### config.mk
export PLATFORM = sky130hd
export DESIGN_NAME = idma_rd_req_sched_flat
export DESIGN_NICKNAME = d
export VERILOG_FILES = /design/src/rtl/idma_rd_req_sched_if.sv /design/src/rtl/idma_rd_req_sched.sv /design/src/flat_wrapper.sv
export SDC_FILE = /design/constraint.sdc
export NUM_CORES = 1
export LEC_CHECK = 0
export ABC_AREA = 1
export ABC_CLOCK_PERIOD_IN_PS = 2950
export CORE_UTILIZATION = 43
export DETAILED_ROUTE_END_ITERATION = 8
export HOLD_SLACK_MARGIN = 0.06
export MAX_ROUTING_LAYER = met4
export PLACE_DENSITY_LB_ADDON = 0.2
export SLEW_MARGIN = 10
export SYNTH_ARGS = -nofsm -noshare
export SYNTH_HDL_FRONTEND = slang
export SYNTH_SLANG_ARGS = --single-unit
### constraint.sdc
create_clock -name aclk -period 2.95 [get_ports aclk]
set_input_delay 0.4425 -clock aclk [delete_from_list [all_inputs] [get_ports aclk]]
set_output_delay 0.4425 -clock aclk [all_outputs]
set_load 0.03 [all_outputs]
### src/rtl/idma_rd_req_sched_if.sv
// Requester-side and iDMA command-side signals of the read request scheduler.
// master = scheduler, slave = requesters plus the iDMA read channel.
interface idma_rd_req_sched_if #(
  parameter int NREQ     = 4,
  parameter int ADDR_WID = 32
);
  logic [NREQ-1:0]               req_valid;
  logic [NREQ-1:0][ADDR_WID-1:0] req_addr;
  logic [NREQ-1:0][31:0]         req_num;
  logic [NREQ-1:0]               req_ready;
  logic [NREQ-1:0]               req_done;
  logic                          dma_req;
  logic [ADDR_WID-1:0]           dma_addr;
  logic [31:0]                   dma_num;
  logic                          dma_addr_ready;
  logic                          dma_done;

  modport master (
    input  req_valid, req_addr, req_num, dma_addr_ready, dma_done,
    output req_ready, req_done, dma_req, dma_addr, dma_num
  );
  modport slave (
    output req_valid, req_addr, req_num, dma_addr_ready, dma_done,
    input  req_ready, req_done, dma_req, dma_addr, dma_num
  );
endinterface

### src/rtl/idma_rd_req_sched.sv
// Round-robin read command scheduler: grants one transfer at a time and feeds it
// to the iDMA read port in chunks of at most MAX_CHUNK words.
module idma_rd_req_sched #(
  parameter int NREQ      = 4,
  parameter int IDW       = 2,
  parameter int MAX_CHUNK = 256,
  parameter int ADDR_WID  = 32
) (
  input  logic                aclk,
  input  logic                areset,
  idma_rd_req_sched_if.master bus,
  output logic [IDW-1:0]      grant_id,
  output logic                busy
);
  typedef enum logic [1:0] {IDLE, ISSUE, WAIT} state_t;
  localparam logic [31:0] MAXC = 32'(MAX_CHUNK);

  state_t              state_q, state_n;
  logic [IDW-1:0]      rr_q, rr_n, gid_n, sel;
  logic [31:0]         rem_q, rem_n, num_n, rem_dec;
  logic [ADDR_WID-1:0] addr_n, addr_inc;
  logic                req_n, found;
  logic [NREQ-1:0]     rdy_n, done_n, vld_eff;
  int                  j;

  function automatic logic [31:0] clip(input logic [31:0] n);
    return (n > MAXC) ? MAXC : n;
  endfunction

  function automatic logic [IDW-1:0] nxt(input logic [IDW-1:0] x);
    return (x == IDW'(NREQ-1)) ? '0 : x + 1'b1;
  endfunction

  // A requester whose ready pulse is still on the wire has not yet had a
  // chance to drop valid, so it must not be granted a second time.
  always_comb begin
    found   = 1'b0;
    sel     = '0;
    j       = 0;
    vld_eff = bus.req_valid & ~bus.req_ready;
    for (int k = 0; k < NREQ; k++) begin
      j = int'(rr_q) + k;
      if (j >= NREQ) j = j - NREQ;
      if (!found && vld_eff[j]) begin
        found = 1'b1;
        sel   = IDW'(j);
      end
    end
  end

  // dma_addr / dma_num double as the current address and chunk registers.
  always_comb begin
    rem_dec  = rem_q - bus.dma_num;
    addr_inc = bus.dma_addr + ADDR_WID'({bus.dma_num, 5'b0});
    state_n  = state_q;
    rr_n     = rr_q;
    rem_n    = rem_q;
    gid_n    = grant_id;
    addr_n   = bus.dma_addr;
    num_n    = bus.dma_num;
    req_n    = bus.dma_req;
    rdy_n    = '0;
    done_n   = '0;
    case (state_q)
      IDLE: if (found) begin
        gid_n      = sel;
        addr_n     = bus.req_addr[sel];
        rem_n      = bus.req_num[sel];
        num_n      = clip(bus.req_num[sel]);
        rdy_n[sel] = 1'b1;
        if (bus.req_num[sel] == 32'd0) begin
          done_n[sel] = 1'b1;
          rr_n        = nxt(sel);
        end else begin
          req_n   = 1'b1;
          state_n = ISSUE;
        end
      end
      ISSUE: if (bus.dma_addr_ready) begin
        req_n   = 1'b0;
        state_n = WAIT;
      end
      WAIT: if (bus.dma_done) begin
        rem_n  = rem_dec;
        addr_n = addr_inc;
        if (rem_dec == 32'd0) begin
          done_n[grant_id] = 1'b1;
          rr_n             = nxt(grant_id);
          state_n          = IDLE;
        end else begin
          num_n   = clip(rem_dec);
          req_n   = 1'b1;
          state_n = ISSUE;
        end
      end
      default: state_n = IDLE;
    endcase
  end

  always_ff @(posedge aclk) begin
    if (areset) begin
      state_q       <= IDLE;
      rr_q          <= '0;
      rem_q         <= '0;
      grant_id      <= '0;
      busy          <= 1'b0;
      bus.dma_req   <= 1'b0;
      bus.dma_addr  <= '0;
      bus.dma_num   <= '0;
      bus.req_ready <= '0;
      bus.req_done  <= '0;
    end else begin
      state_q       <= state_n;
      rr_q          <= rr_n;
      rem_q         <= rem_n;
      grant_id      <= gid_n;
      busy          <= (state_n != IDLE);
      bus.dma_req   <= req_n;
      bus.dma_addr  <= addr_n;
      bus.dma_num   <= num_n;
      bus.req_ready <= rdy_n;
      bus.req_done  <= done_n;
    end
  end
endmodule

### src/flat_wrapper.sv
// flat-port wrapper written by rule: the top's interface ports become plain ports
module idma_rd_req_sched_flat 
#(
  parameter int NREQ      = 4,
  parameter int IDW       = 2,
  parameter int MAX_CHUNK = 256,
  parameter int ADDR_WID  = 32
)
  (aclk, areset, grant_id, busy, bus_req_valid, bus_req_addr, bus_req_num, bus_dma_addr_ready, bus_dma_done, bus_req_ready, bus_req_done, bus_dma_req, bus_dma_addr, bus_dma_num);
  idma_rd_req_sched_if #(.NREQ(NREQ), .ADDR_WID(ADDR_WID)) bus_i ();
  input  logic aclk;
  input  logic areset;
  output logic [IDW-1:0] grant_id;
  output logic busy;
  input wire logic [$bits(bus_i.req_valid)-1:0] bus_req_valid;
  input wire logic [$bits(bus_i.req_addr)-1:0] bus_req_addr;
  input wire logic [$bits(bus_i.req_num)-1:0] bus_req_num;
  input wire logic [$bits(bus_i.dma_addr_ready)-1:0] bus_dma_addr_ready;
  input wire logic [$bits(bus_i.dma_done)-1:0] bus_dma_done;
  output wire logic [$bits(bus_i.req_ready)-1:0] bus_req_ready;
  output wire logic [$bits(bus_i.req_done)-1:0] bus_req_done;
  output wire logic [$bits(bus_i.dma_req)-1:0] bus_dma_req;
  output wire logic [$bits(bus_i.dma_addr)-1:0] bus_dma_addr;
  output wire logic [$bits(bus_i.dma_num)-1:0] bus_dma_num;
  assign bus_i.req_valid = bus_req_valid;
  assign bus_i.req_addr = bus_req_addr;
  assign bus_i.req_num = bus_req_num;
  assign bus_i.dma_addr_ready = bus_dma_addr_ready;
  assign bus_i.dma_done = bus_dma_done;
  assign bus_req_ready = bus_i.req_ready;
  assign bus_req_done = bus_i.req_done;
  assign bus_dma_req = bus_i.dma_req;
  assign bus_dma_addr = bus_i.dma_addr;
  assign bus_dma_num = bus_i.dma_num;
  idma_rd_req_sched #(.NREQ(NREQ), .IDW(IDW), .MAX_CHUNK(MAX_CHUNK), .ADDR_WID(ADDR_WID)) u_core (.aclk(aclk), .areset(areset), .bus(bus_i), .grant_id(grant_id), .busy(busy));
endmodule
## After elaboration in Yosys (flattened, before gate mapping)

Cells that the tools add are included.

- Flip-flop bits (word level): 112
- Input port bits: 264
- Output and inout bits: 76
- Logic and storage cells: 138

- Add/subtract/negate cells: 11
- Order comparisons: 14
- Equal/unequal tests: 11
- Muxes and demuxes: 68
- Bitwise gates (word level): 4
- Reduce and logical (&&, ||, !) cells: 20

Operators with widths:

| cell | number |
|---|---|
| $mux W32 | 15 |
| $pmux W32 S2 | 3 |
| $bmux W32 S2 | 2 |
| $lt A32 B4 Y1 const B | 4 |
| $ge A32 B4 Y1 const B | 3 |
| $sub A32 B4 Y32 const B | 3 |
| $gt A32 B9 Y1 const B | 2 |
| $logic_not A32 Y1 | 2 |
| $add A32 B32 Y32 | 1 |
| $sub A32 B32 Y32 | 1 |
| $mux W2 | 14 |
| $mux W1 | 20 |
| $mux W4 | 4 |
| $bmux W1 S2 | 4 |
| $ne A2 B2 Y1 const B | 4 |
| $pmux W4 S2 | 1 |
| $add A2 B2 Y3 const B | 2 |
| $eq A2 B2 Y1 const B | 3 |
| $lt A2 B3 Y1 const B | 2 |
| $ne A2 B1 Y1 const B | 3 |
| $pmux W2 S3 | 1 |
| $reduce_and A6 Y1 | 1 |
| $logic_and A1 B1 Y1 | 5 |
| $reduce_and A5 Y1 | 1 |
| other kinds (20) | 27 |

## Longest topological paths before layout

Gate-level depths: netlist of the first run.

- Depth after elaboration: 22
- Depth in mapped cells: 26

## Worst setup path after synthesis of the first run

Ideal clock, no wire load.

- Kind: reg2reg
- Start point: register u_core.bus.dma_num[0]
- End point: register u_core.bus.dma_num[8]
- Library setup time: 0.114 ns
- Arrival: 2.991 ns
- Setup slack: -0.155 ns
- Stages on the path, launching flop included: 20
- Path buffers: 1
- Period minus slack after synthesis: 3.105 ns
- Path through: dfxtp_1 -> ha_1 -> fa_1 -> nand3b_1 -> nand2_1 -> nand2_1 -> nand2_1 -> nand2_1 -> a22oi_1 -> xor2_1 -> nand2_1 -> nor2_1 -> nand2_1 -> nor2_1 -> nand4_1 -> nand2_2 -> inv_2 -> buf_2 -> nor2_1 -> nor2_1

- Longest elaborated chain between the ends: 6
- Elaborated cells on any way between the ends: 9
- Classes of those cells: add/sub: 1; order compare: 1; eq/ne: 1; mux: 4; reduce/logical: 2

Ends and longest elaborated chain:

| element | line | RTL |
|---|---|---|
| start: declaration | idma_rd_req_sched_if.sv:20 | `output req_ready, req_done, dma_req, dma_addr, dma_num` |
| start signal: assignment | idma_rd_req_sched.sv:120 | `bus.dma_num <= num_n;` |
| $sub A32 B32 Y32 (*) | idma_rd_req_sched.sv:53 | `rem_dec = rem_q - bus.dma_num;` |
| $gt A32 B9 Y1 | idma_rd_req_sched.sv:27 | `return (n > MAXC) ? MAXC : n;` |
| $mux W32 | idma_rd_req_sched.sv:27 |  |
| $mux W32 | idma_rd_req_sched.sv:86 | `if (rem_dec == 32'd0) begin` |
| $mux W32 | idma_rd_req_sched.sv:83 | `WAIT: if (bus.dma_done) begin` |
| $pmux W32 S2 | idma_rd_req_sched.sv:64 | `case (state_q)` |

Mark *: on every way between the ends. The rest lies on a longest branch, timed or not. The select of a mux whose other input is x is not followed.
A chain may end at the register's enable or synchronous reset.

## Worst setup path after layout of the first run

- Start point: register u_core.rem_q[0]
- End point: register u_core.bus.dma_num[3]

- Longest elaborated chain between the ends: 6
- Elaborated cells on any way between the ends: 9
- Classes of those cells: add/sub: 1; order compare: 1; eq/ne: 1; mux: 4; reduce/logical: 2

Ends and longest elaborated chain:

| element | line | RTL |
|---|---|---|
| start: declaration | idma_rd_req_sched.sv:20 | `logic [31:0] rem_q, rem_n, num_n, rem_dec;` |
| start signal: assignment | idma_rd_req_sched.sv:115 | `rem_q <= rem_n;` |
| $sub A32 B32 Y32 (*) | idma_rd_req_sched.sv:53 |  |
| $gt A32 B9 Y1 | idma_rd_req_sched.sv:27 |  |
| $mux W32 | idma_rd_req_sched.sv:27 |  |
| $mux W32 | idma_rd_req_sched.sv:86 |  |
| $mux W32 | idma_rd_req_sched.sv:83 |  |
| $pmux W32 S2 | idma_rd_req_sched.sv:64 |  |

Marked as above.

==> results of run 1 <==
-- metrics by stage --
| stage | std cells | hold WS, ns | cell area, µm² |
|---|---|---|---|
| floorplan | 1739 | 0.445 | 10600 |
| global placement | 2575 | 0.453 | 16100 |
| detailed placement | 2575 | 0.458 | 16100 |
| CTS | 2601 | 0.474 | 16700 |
| global route | 2628 | 0.490 | 17800 |
| finish | 2628 | 0.478 | 17800 |
-- cells in the final DEF, fill, tap and decap left out, types with 13 or more instances in the layout --
cell type        instances
nand3_2                 36
o21ai_0                122
nand2_1                393
or2_2                   14
a21oi_2                 20
buf_6                   13
nor3_1                  16
clkdlybuf4s50_1        334
a21oi_1                117
ha_4                    15
nand3_1                138
nor3_2                  18
nand4_1                 58
nand2_4                 17
clkbuf_16               15
o22ai_1                 13
o211ai_1                25
nor2_2                  15
ha_1                    48
nor2_1                 127
buf_4                  275
inv_1                  145
nand2_2                 51
dfxtp_1                102
a31oi_1                 22
-- worst max-delay path by stage --
stage               slack, ns                   from                     end
finish                  -0.18        u_core.rem_q[0]   u_core.bus.dma_num[3]
global route            -0.37        u_core.rem_q[0]   u_core.bus.dma_num[4]
CTS                     -0.10        u_core.rem_q[0]  u_core.bus.dma_num[19]
detailed placement      -0.39       bus_req_valid[2]          u_core.rr_q[1]
global placement        -0.29       bus_req_valid[2]             u_core.busy
floorplan               0.004  u_core.bus.dma_num[4]   u_core.bus.dma_num[8]
-- worst max-delay path, cell delays in order, from the launching register on --
cell and delay (ns):
dfxtp_2 0.34, inv_2 0.04, ha_4 0.15, fa_2 0.33
nand3b_1 0.17, nand2_1 0.11, nand2_1 0.09, nand2_2 0.11
buf_4 0.12, buf_4 0.09, buf_4 0.09, xnor2_1 0.16
nand4_1 0.24, nor3_1 0.21, nand4_1 0.11, a21oi_1 0.20
buf_4 0.19, nand2_1 0.08, nand3_1 0.13, nand2_1 0.06
inv_1 0.05
-- cells in the mapped netlist (7+ instances only) --
library cell / instances / share of area, %
nand2_1: 452 / 16
nand3_1: 176 / 8.4
nor2_1: 150 / 5.3
inv_1: 147 / 5.2
a21oi_1: 137 / 6.5
o21ai_0: 129 / 6.1
dfxtp_1: 112 / 21
ha_1: 65 / 7.7
nand4_1: 58 / 3.4
clkbuf_1: 53 / 1.9
o211ai_1: 25 / 1.8
a31oi_1: 23 / 1.4
nor3_1: 21 / 1.0
buf_2: 18 / 0.85
xor2_1: 16 / 1.3
xnor2_1: 15 / 1.2
nor3_2: 14 / 1.3
or2_2: 14 / 0.83
o22ai_1: 13 / 0.77
nand3b_1: 8 / 0.57
buf_1: 7 / 0.25
nand2_2: 7 / 0.42
nor4_1: 7 / 0.42
-- layout make-up --
cell class                 instances  area (µm²)  share of cell area (%)
clock buffer                      11         233                    1.31
inverter                         155         594                    3.34
tap                              319         399                    2.24
sequential                       112        2260                    12.7
multi-input combinational       1385        8320                    46.7
timing repair buffer             642        5940                    33.3
clock inverter                     4        77.6                   0.435
-- kinds of logic after synthesis --
| kind of cell | after synthesis | synth area share (%) |
|---|---|---|
| xor+xnor | 31 | 2.57 |
| fa+ha+maj | 67 | 8.09 |
| flops | 112 | 21.3 |
| mux | 3 | 0.285 |
| simple gates | 923 | 39.3 |
| compound gates | 361 | 19.1 |
| buf+inv | 242 | 9.35 |
-- repair_timing --
item                                    4_1_cts  5_1_grt
cloned                                        0        7
pin swaps                                    34       75
setup buffers                                13       22
endpoints found under the setup margin       41       60
gates resized for setup                      50      189
-- sequential cells by signal, indices dropped and copies added (netlist names) --
signal / cells
u_core.bus.dma_num: 32
u_core.bus.req_done: 4
u_core.busy: 1
u_core.state_q: 2
u_core.grant_id: 2
u_core.bus.req_ready: 4
u_core.bus.dma_req: 1
u_core.bus.dma_addr: 32
u_core.rr_q: 2
u_core.rem_q: 32
-- per-layer routing --
metal,vias up,track usage (%)
met4,0,16.7
met2,679,58.8
met1,6638,40.1
li1,7042,-
met5,-,-
met3,123,4.49
==> metrics.md, run 1 <==
| Metric | Value |
|---|---|
| Die height | `159 µm` |
| Synth Instances | `around 1700` |
| Hold Path Sink | `u_core.bus.dma_req` |
| Area grow syn2layout | `69.0%` |
| Final count of hold timing violations | `0` |
| ANT nets after route | `0` |
| Synth Warn # | `0` |
| TritonCTS clock tree | `done` |
| Core area | `23800 µm²` |
| H-tree Lvls | `3` |
| Final Slew Violations | `0` |
| Netlist Area Pre-Place | `about 11000 µm²` |
| First-pass DRT Iterations | `6` |
| R2r setup slk | `-0.18 ns` |
| Fin crit share | `106%` |
| Max-cap violations | `0` |
| Sequential area share after synthesis | `a little over a fifth` |
| Worst setup margin | `-0.180 ns` |
| Fin Setup TNS | `-5.37 ns` |
| Num CTS Buffers | `9` |
| Vias in the first global route | `between 10000 and 15000` |
| Drt drc | `0` |
| Fill cells | `between 1500 and 2000` |
| Grt total ovfl | `0` |
| Worst R2R End | `u_core.bus.dma_num[3]` |
| FF+latch count, synth | `112` |
| Clk slew on worst S/H paths | `roughly 0.08 ns` |
| Min Clock Period, post-route | `~3.1 ns` |
| Root Buffer | `clkbuf_16` |
| Die Width | `about 160 µm` |
| Endpoints failing setup | `40` |
| DIE AREA | `between 20000 and 30000 µm²` |
| Syn nets | `~2100` |
| WL met2 | `22100 µm` |
| HP Class | `reg2reg` |
| GRT Util Overall | `about a third` |
| Fmax | `between 300 and 400 MHz` |
| Clock Skew | `roughly 0.0074 ns` |
| CP endpoint kind | `flop` |
| Slew @ Worst Pin | `~0.92 ns` |
| Arrival time worst endpoint | `3.44 ns` |
| HPWL after DPL | `approximately 35000 µm` |
| Yosys cell types | `52` |
| Hold_buf cts | `0` |
| Diode count | `0` |
| Rows | `56` |
| WL met3 | `roughly 3400 µm` |
| Top routing layer used | `met4` |
| Placement Setup Slack | `-0.393 ns` |
| Failing checks | `setup timing` |
| WL/cell | `roughly 18 µm` |
| Startpoint types | `flop` |
| Hold Path Stages | `2` |
| Register-to-Register Path Depth | `20` |
| Final #Nets | `2636` |
| Async set or reset register ratio after synthesis | `0%` |
| Clock sink count | `~110` |
| Synth Flop Type | `dfxtp_1` |
| Slew margin rel. | `approximately two fifths` |
| Post-Route Utilization | `75.0%` |
| Gpl congestion | `0.953` |
| Antenna violations before repair | `0` |
| WP data required | `3.26 ns` |
| Vias | `14500` |
| Critical path class | `reg2reg` |
| Number of port buffers | `roughly 340` |
| Launch point of the worst reg-to-reg path | `u_core.rem_q[0]` |
| Initial DRC count | `between 1000 and 1500` |
| Via-to-Cell Ratio | `around 5.5` |
| Share of cells above drive strength 1 | `24.3%` |
| RSZ-0062 raised after global routing | `yes` |
| Met1 wire length | `around 18000 µm` |
| CTS max path bufs | `2` |
| Status | `finished with violations` |
| Effective utilization at floorplan | `44.4%` |
| Io pins | `340` |
| Global-route wire length before repair | `65300 µm` |
| Critical-path maximum fanout | `8` |
| Post-Syn Area per Cell | `around 6.1 µm²` |
| Drt total wl | `approximately 46000 µm` |
| Largest net degree at the start of global routing | `85` |
| Hold_sp | `u_core.bus.dma_req` |
| EDFF count, synth | `0` |
| Worst skew pair latency | `0.37 ns` |
Power of run 1 is not shown: default switching activity piles up to over one toggle a cycle in this logic, so the estimate is an artifact.
==> inputs of run 2 (changes only) <==
CORE_UTILIZATION = 50   (was 43)
DONT_BUFFER_PORTS = 1   (was not set)
==> run 2 against run 1 <==
The flow still finishes with violations (setup timing). Maximum frequency grew 3.2%. Worst setup slack improved by 0.098 ns. Routed wire length decreased by 9.1%. Die area down 14%. Via count down 11%. Clock skew increased by 0.0018 ns. Global-route usage increased by 3.5 points. Flip-flop and latch count unchanged. Sequential share of layout area up 3.9 points. Critical path type unchanged.
==> metrics.md, run 2 (same netlist as run 1, synthesis figures left out) <==
| Metric | Value |
|---|---|
| Clk slew on worst S/H paths | `0.08 ns` |
| Core area | `between 20000 and 25000 µm²` |
| Max-cap violations | `0` |
| DIE AREA | `between 20000 and 25000 µm²` |
| Hold Slack | `between 0.1 and 0.15 ns` |
| Clock Skew | `between 0.009 and 0.01 ns` |
| Largest net degree at the start of global routing | `85` |
| Top routing layer used | `met4` |
| Num CTS Buffers | `9` |
| Worst setup margin | `-0.0822 ns` |
| Layout Cells excl Fill | `around 2200` |
| Slew margin rel. | `between 50% and 60%` |
| Critical-path maximum fanout | `6` |
| Final Slew Violations | `0` |
| Largest regs | `u_core.bus.dma_addr (32), u_core.bus.dma_num (32), u_core.rem_q (32)` |
| Final count of hold timing violations | `0` |
| Post-layout instance area | `13600 µm²` |
| Critical path class | `reg2reg` |
| Arrival time worst endpoint | `between 3 and 4 ns` |
| H-tree Lvls | `3` |
| CP endpoint kind | `flop` |
| WL met2 | `about 20000 µm` |
| Hold_buf cts | `0` |
| Antenna violations before repair | `1` |
| Most common cell after layout, fill and taps aside | `nand2_1` |
| Via-to-Cell Ratio | `around 6` |
| First-pass DRT Iterations | `5` |
| WP data required | `approximately 3.3 ns` |
| ANT nets after route | `0` |
| Share of cells above drive strength 1 | `23.8%` |
| Fin Setup TNS | `-1.69 ns` |
| Number of port buffers | `0` |
| Grt total ovfl | `0` |
| Met1 wire length | `roughly 17000 µm` |
| Drt drc | `0` |
| Placed Area | `between 10000 and 15000 µm²` |
| Status | `finished with violations` |
| Global-route wire length before repair | `~63000 µm` |
| Fin crit share | `103%` |
| TritonCTS clock tree | `done` |
| HPWL after DPL | `around 33000 µm` |
| Most frequent cells in the layout | `nand2_1, buf_4, nand3_1` |
| GRT Util Overall | `a little under two fifths` |
| Initial DRC count | `1082` |
| Rows | `52` |
| Endpoints failing setup | `35` |
| Die Width | `147 µm` |
| Area grow syn2layout | `28.9%` |
| CTS max path bufs | `2` |
| Fmax | `roughly 330 MHz` |
| Placed cells | `~2200` |
| Io pins | `340` |
| Worst skew pair latency | `between 0.3 and 0.4 ns` |
| WL/cell | `19.0 µm` |
| WL met3 | `roughly 3500 µm` |
| Vias in the first global route | `~12000` |
| Startpoint types | `flop` |
| Clock sink count | `approximately 110` |
| Drt total wl | `41800 µm` |
| HP Class | `in2reg` |
| Min Clock Period, post-route | `about 3.0 ns` |
| Root Buffer | `clkbuf_16` |
| Fill cells | `approximately 1900` |
| Gpl congestion | `0.977` |
| Effective utilization at floorplan | `51.6%` |
| Failing checks | `setup timing` |
| Final #Nets | `between 2000 and 2500` |
| Vias | `around 13000` |
| Die height | `~150 µm` |
| R2r setup slk | `-0.08 ns` |
| RSZ-0062 raised after global routing | `yes` |
| Slew @ Worst Pin | `about 0.6 ns` |
==> run 2: worst paths after layout <==
check                  start                     end  cells past startpoint
min                   areset  u_core.bus.dma_num[26]                      1
max reg2reg  u_core.rem_q[0]   u_core.bus.dma_num[8]                     22
min reg2reg  u_core.rem_q[4]         u_core.rem_q[4]                      2
max          u_core.rem_q[0]   u_core.bus.dma_num[8]                     22
==> run 2: worst max-delay path, stage by stage, from the launching register on <==
cell and delay, ns:
dfxtp_2 0.34, inv_2 0.04, ha_4 0.15, fa_2 0.34, nand3b_1 0.16, nand2_1 0.08
nand2_1 0.06, nand2_2 0.10, nand3_2 0.09, nand3_4 0.10, buf_4 0.12, xnor2_1 0.13
nand3_1 0.12, nor2_2 0.14, nand2_2 0.09, nor2_2 0.11, nand4_1 0.17, nand2_2 0.18
clkinv_4 0.10, buf_6 0.15, nand3_2 0.05, nand2_1 0.05, nor2_1 0.09
==> run 2: repair_timing <==
| item | 4_1_cts | 5_1_grt |
|---|---|---|
| resized for setup | 56 | 90 |
| setup buffers | 9 | 10 |
| gates cloned | 0 | 1 |
| pin swaps | 18 | 25 |
| endpoints found under the setup margin | 44 | 48 |
==> run 2: through the flow <==
step           util [%]  worst slack (ns)
6_report           66.5           -0.0822
4_1_cts            64.3           -0.0622
3_3_place_gp       61.4            -0.393
3_5_place_dp       61.4            -0.470
5_1_grt            66.5            -0.280
2_1_floorplan         -           0.00443
==> run 2: area by class of cell <==
cell class              instances  area (µm²)  share of cell area, %
diodes                          1        2.50                 0.0184
clock buffers                  11         254                   1.87
clock inverters                 5        45.0                  0.331
inverters                     155         592                   4.36
multi-input cells            1385        7920                   58.3
flip-flops and latches        112        2260                   16.6
well taps                     270         338                   2.49
repair buffers                265        2180                   16.0
==> run 2: metal layers <==
metal	vias to the layer above	track usage, %
met5	-	-
met4	0	18.6
met3	102	5.96
met2	641	61.9
met1	5867	45.9
li1	6283	-
Power of run 2 is left out for the same reason.
==> inputs of run 3 (changes only) <==
PLACE_DENSITY = 0.72   (was not set)
PLACE_DENSITY_LB_ADDON = not set   (was 0.2)
==> run 3 against run 2 <==
The run still ends with setup timing left. Sequential share of layout area increased by 0.23 points. Hold slack improved by 0.0080 ns. Core utilization decreased by 0.83 points. Flip-flop and latch count unchanged. Clock skew increased by 0.0056 ns. Maximum frequency increased by 0.27%. Die area unchanged. Worst setup slack improved by 0.0081 ns. Register-to-register slack about the same. Cell area decreased by 1.2%. First-iteration DRC count decreased by 8.2%. Non-clock buffer count decreased by 34.
==> metrics.md, run 3 (same netlist as run 1, synthesis figures left out) <==
| Metric | Value |
|---|---|
| CP endpoint kind | `flop` |
| Hold_buf cts | `0` |
| Drt total wl | `41400 µm` |
| Largest regs | `u_core.bus.dma_addr (32), u_core.bus.dma_num (32), u_core.rem_q (32)` |
| CP max stage cell | `dfxtp_2` |
| WL/cell | `around 19 µm` |
| Register-to-Register Path Depth | `20` |
| Effective utilization at floorplan | `51.6%` |
| Core area | `between 20000 and 25000 µm²` |
| Multi-input gate area | `approximately 8000 µm²` |
| Fin crit share | `103%` |
| Final #Nets | `about 2200` |
| Number of port buffers | `0` |
| Hold Slack | `about 0.14 ns` |
| Via-to-Cell Ratio | `5.90` |
| Die Width | `between 100 and 150 µm` |
| DIE AREA | `about 22000 µm²` |
| CP max stage delay | `roughly 0.34 ns` |
| R2r setup slk | `-0.07 ns` |
| Root Buffer | `clkbuf_16` |
| Crit. Startpoint | `u_core.rem_q[0]` |
| Io pins | `340` |
| Crit-path cells | `inv_2 -> ha_4 -> fa_2 -> nand3b_1 -> nand2_1 -> buf_4 -> buf_4 -> nand4_1 -> nand3_1 -> xnor2_1 -> nand2_1 -> nor2_1 -> nand2_1 -> nor2_2 -> nand4_1 -> nand2_2 -> buf_6 -> a21oi_1 -> nand2_1 -> inv_1` |
| TritonCTS clock tree | `done` |
| RSZ-0062 raised after global routing | `yes` |
| Placement Setup Slack | `-0.403 ns` |
| Fmax | `roughly 330 MHz` |
| Die height | `around 150 µm` |
| Grt total ovfl | `0` |
| Num CTS Buffers | `9` |
| Final Slew Violations | `0` |
| Startpoint types | `flop` |
| Clock Skew | `0.0147 ns` |
| Area grow syn2layout | `27.3%` |
| Post-layout instance area | `~13000 µm²` |
| Global-route wire length before repair | `roughly 62000 µm` |
| WP data required | `around 3.2 ns` |
| Slew @ Worst Pin | `0.617 ns` |
| Fill cells | `approximately 1900` |
| Top cell by count, worst path | `nand2_1` |
| Launch point of the worst reg-to-reg path | `u_core.rem_q[0]` |
| Failing checks | `setup timing` |
| Antenna violations before repair | `4` |
| First-pass DRT Iterations | `7` |
| Setup crit end | `u_core.bus.dma_num[7]` |
| Most common cell after layout, fill and taps aside | `nand2_1` |
| Share of cells above drive strength 1 | `between 20% and 30%` |
| Final count of hold timing violations | `0` |
| Vias | `~13000` |
| Largest net degree at the start of global routing | `85` |
| Worst setup margin | `-0.0742 ns` |
| CTS max path bufs | `2` |
| Most frequent cells in the layout | `nand2_1, buf_4, nand3_1` |
| Critical-path maximum fanout | `9` |
| HP Class | `in2reg` |
| Gpl congestion | `around 0.95` |
| Min Clock Period, post-route | `3.02 ns` |
| Drt drc | `0` |
| Critical path class | `reg2reg` |
| Register Area | `2260 µm²` |
| Status | `finished with violations` |
| Post-Route Utilization | `between 60% and 70%` |
| Clock sink count | `between 100 and 150` |
| Worst R2R End | `u_core.bus.dma_num[7]` |
| H-tree Lvls | `3` |
| Arrival time worst endpoint | `3.28 ns` |
| Worst skew pair latency | `between 0.3 and 0.4 ns` |
| Slew margin rel. | `around three fifths` |
| Max-cap violations | `0` |
| Initial DRC count | `around 990` |
| GRT Util Overall | `between 30 and 40%` |
| Vias in the first global route | `approximately 12000` |
| Rows | `52` |
| ANT nets after route | `0` |
| HPWL after DPL | `32800 µm` |
| Endpoints failing setup | `36` |
| Placed Area | `~12000 µm²` |
| Clk slew on worst S/H paths | `0.09 ns` |
run 3: how the worst min path moves through the flow:
stage                               start                     end  slack, ns  cells past startpoint
after floorplan           u_core.rem_q[0]         u_core.rem_q[0]       0.45                      2
after global placement    u_core.rem_q[7]         u_core.rem_q[7]       0.45                      2
after detailed placement  u_core.rem_q[2]         u_core.rem_q[2]       0.46                      2
after CTS                          areset  u_core.bus.dma_num[29]       0.12                      1
after global routing               areset  u_core.bus.dma_num[23]       0.12                      1
final                              areset  u_core.bus.dma_num[23]       0.14                      1
run 3: worst max-delay path: cells and delay by family (launching register included):
kind                       cells  cell delay, ns
and+or+nand+nor               11            1.40
adders and majority gates      2            0.48
buffers and inverters          5            0.46
DFF                            1            0.34
xor gates and xnor gates       1            0.18
AOI/OAI and AO/OA              1            0.07
run 3: metal layers:
layer | vias up | GRT usage (%) | wire (µm)
met2 | 610 | 61.7 | 19200
li1 | 6214 | - | -
met5 | - | - | 0
met1 | 5901 | 46.5 | 17300
met3 | 86 | 5.62 | 3100
met4 | 0 | 15.4 | 1740
run 3: what timing repair did:
action                     in CTS  in global routing
cloned                          0                  1
setup endpoints to repair      43                 57
setup buffers                   2                  7
pin swaps                      12                 31
resized for setup              30                113
run 3: per-stage QoR:
stage          setup TNS (ns)  cells
2_1_floorplan               0   1739
3_3_place_gp            -3.99   2144
3_5_place_dp            -5.94   2144
4_1_cts                 -1.03   2162
5_1_grt                 -8.68   2173
6_report                -1.54   2173
run 3: layout make-up:
type                            count  share of cell area [%]
Clock buffer                       10                    1.78
Sequential cell                   112                    16.9
Multi-Input combinational cell   1385                    59.4
Antenna cell                        4                  0.0746
Clock inverter                      6                   0.550
Timing Repair Buffer              231                    14.5
Inverter                          155                    4.39
Tap cell                          270                    2.52
Power of run 3 is left out for the same reason.
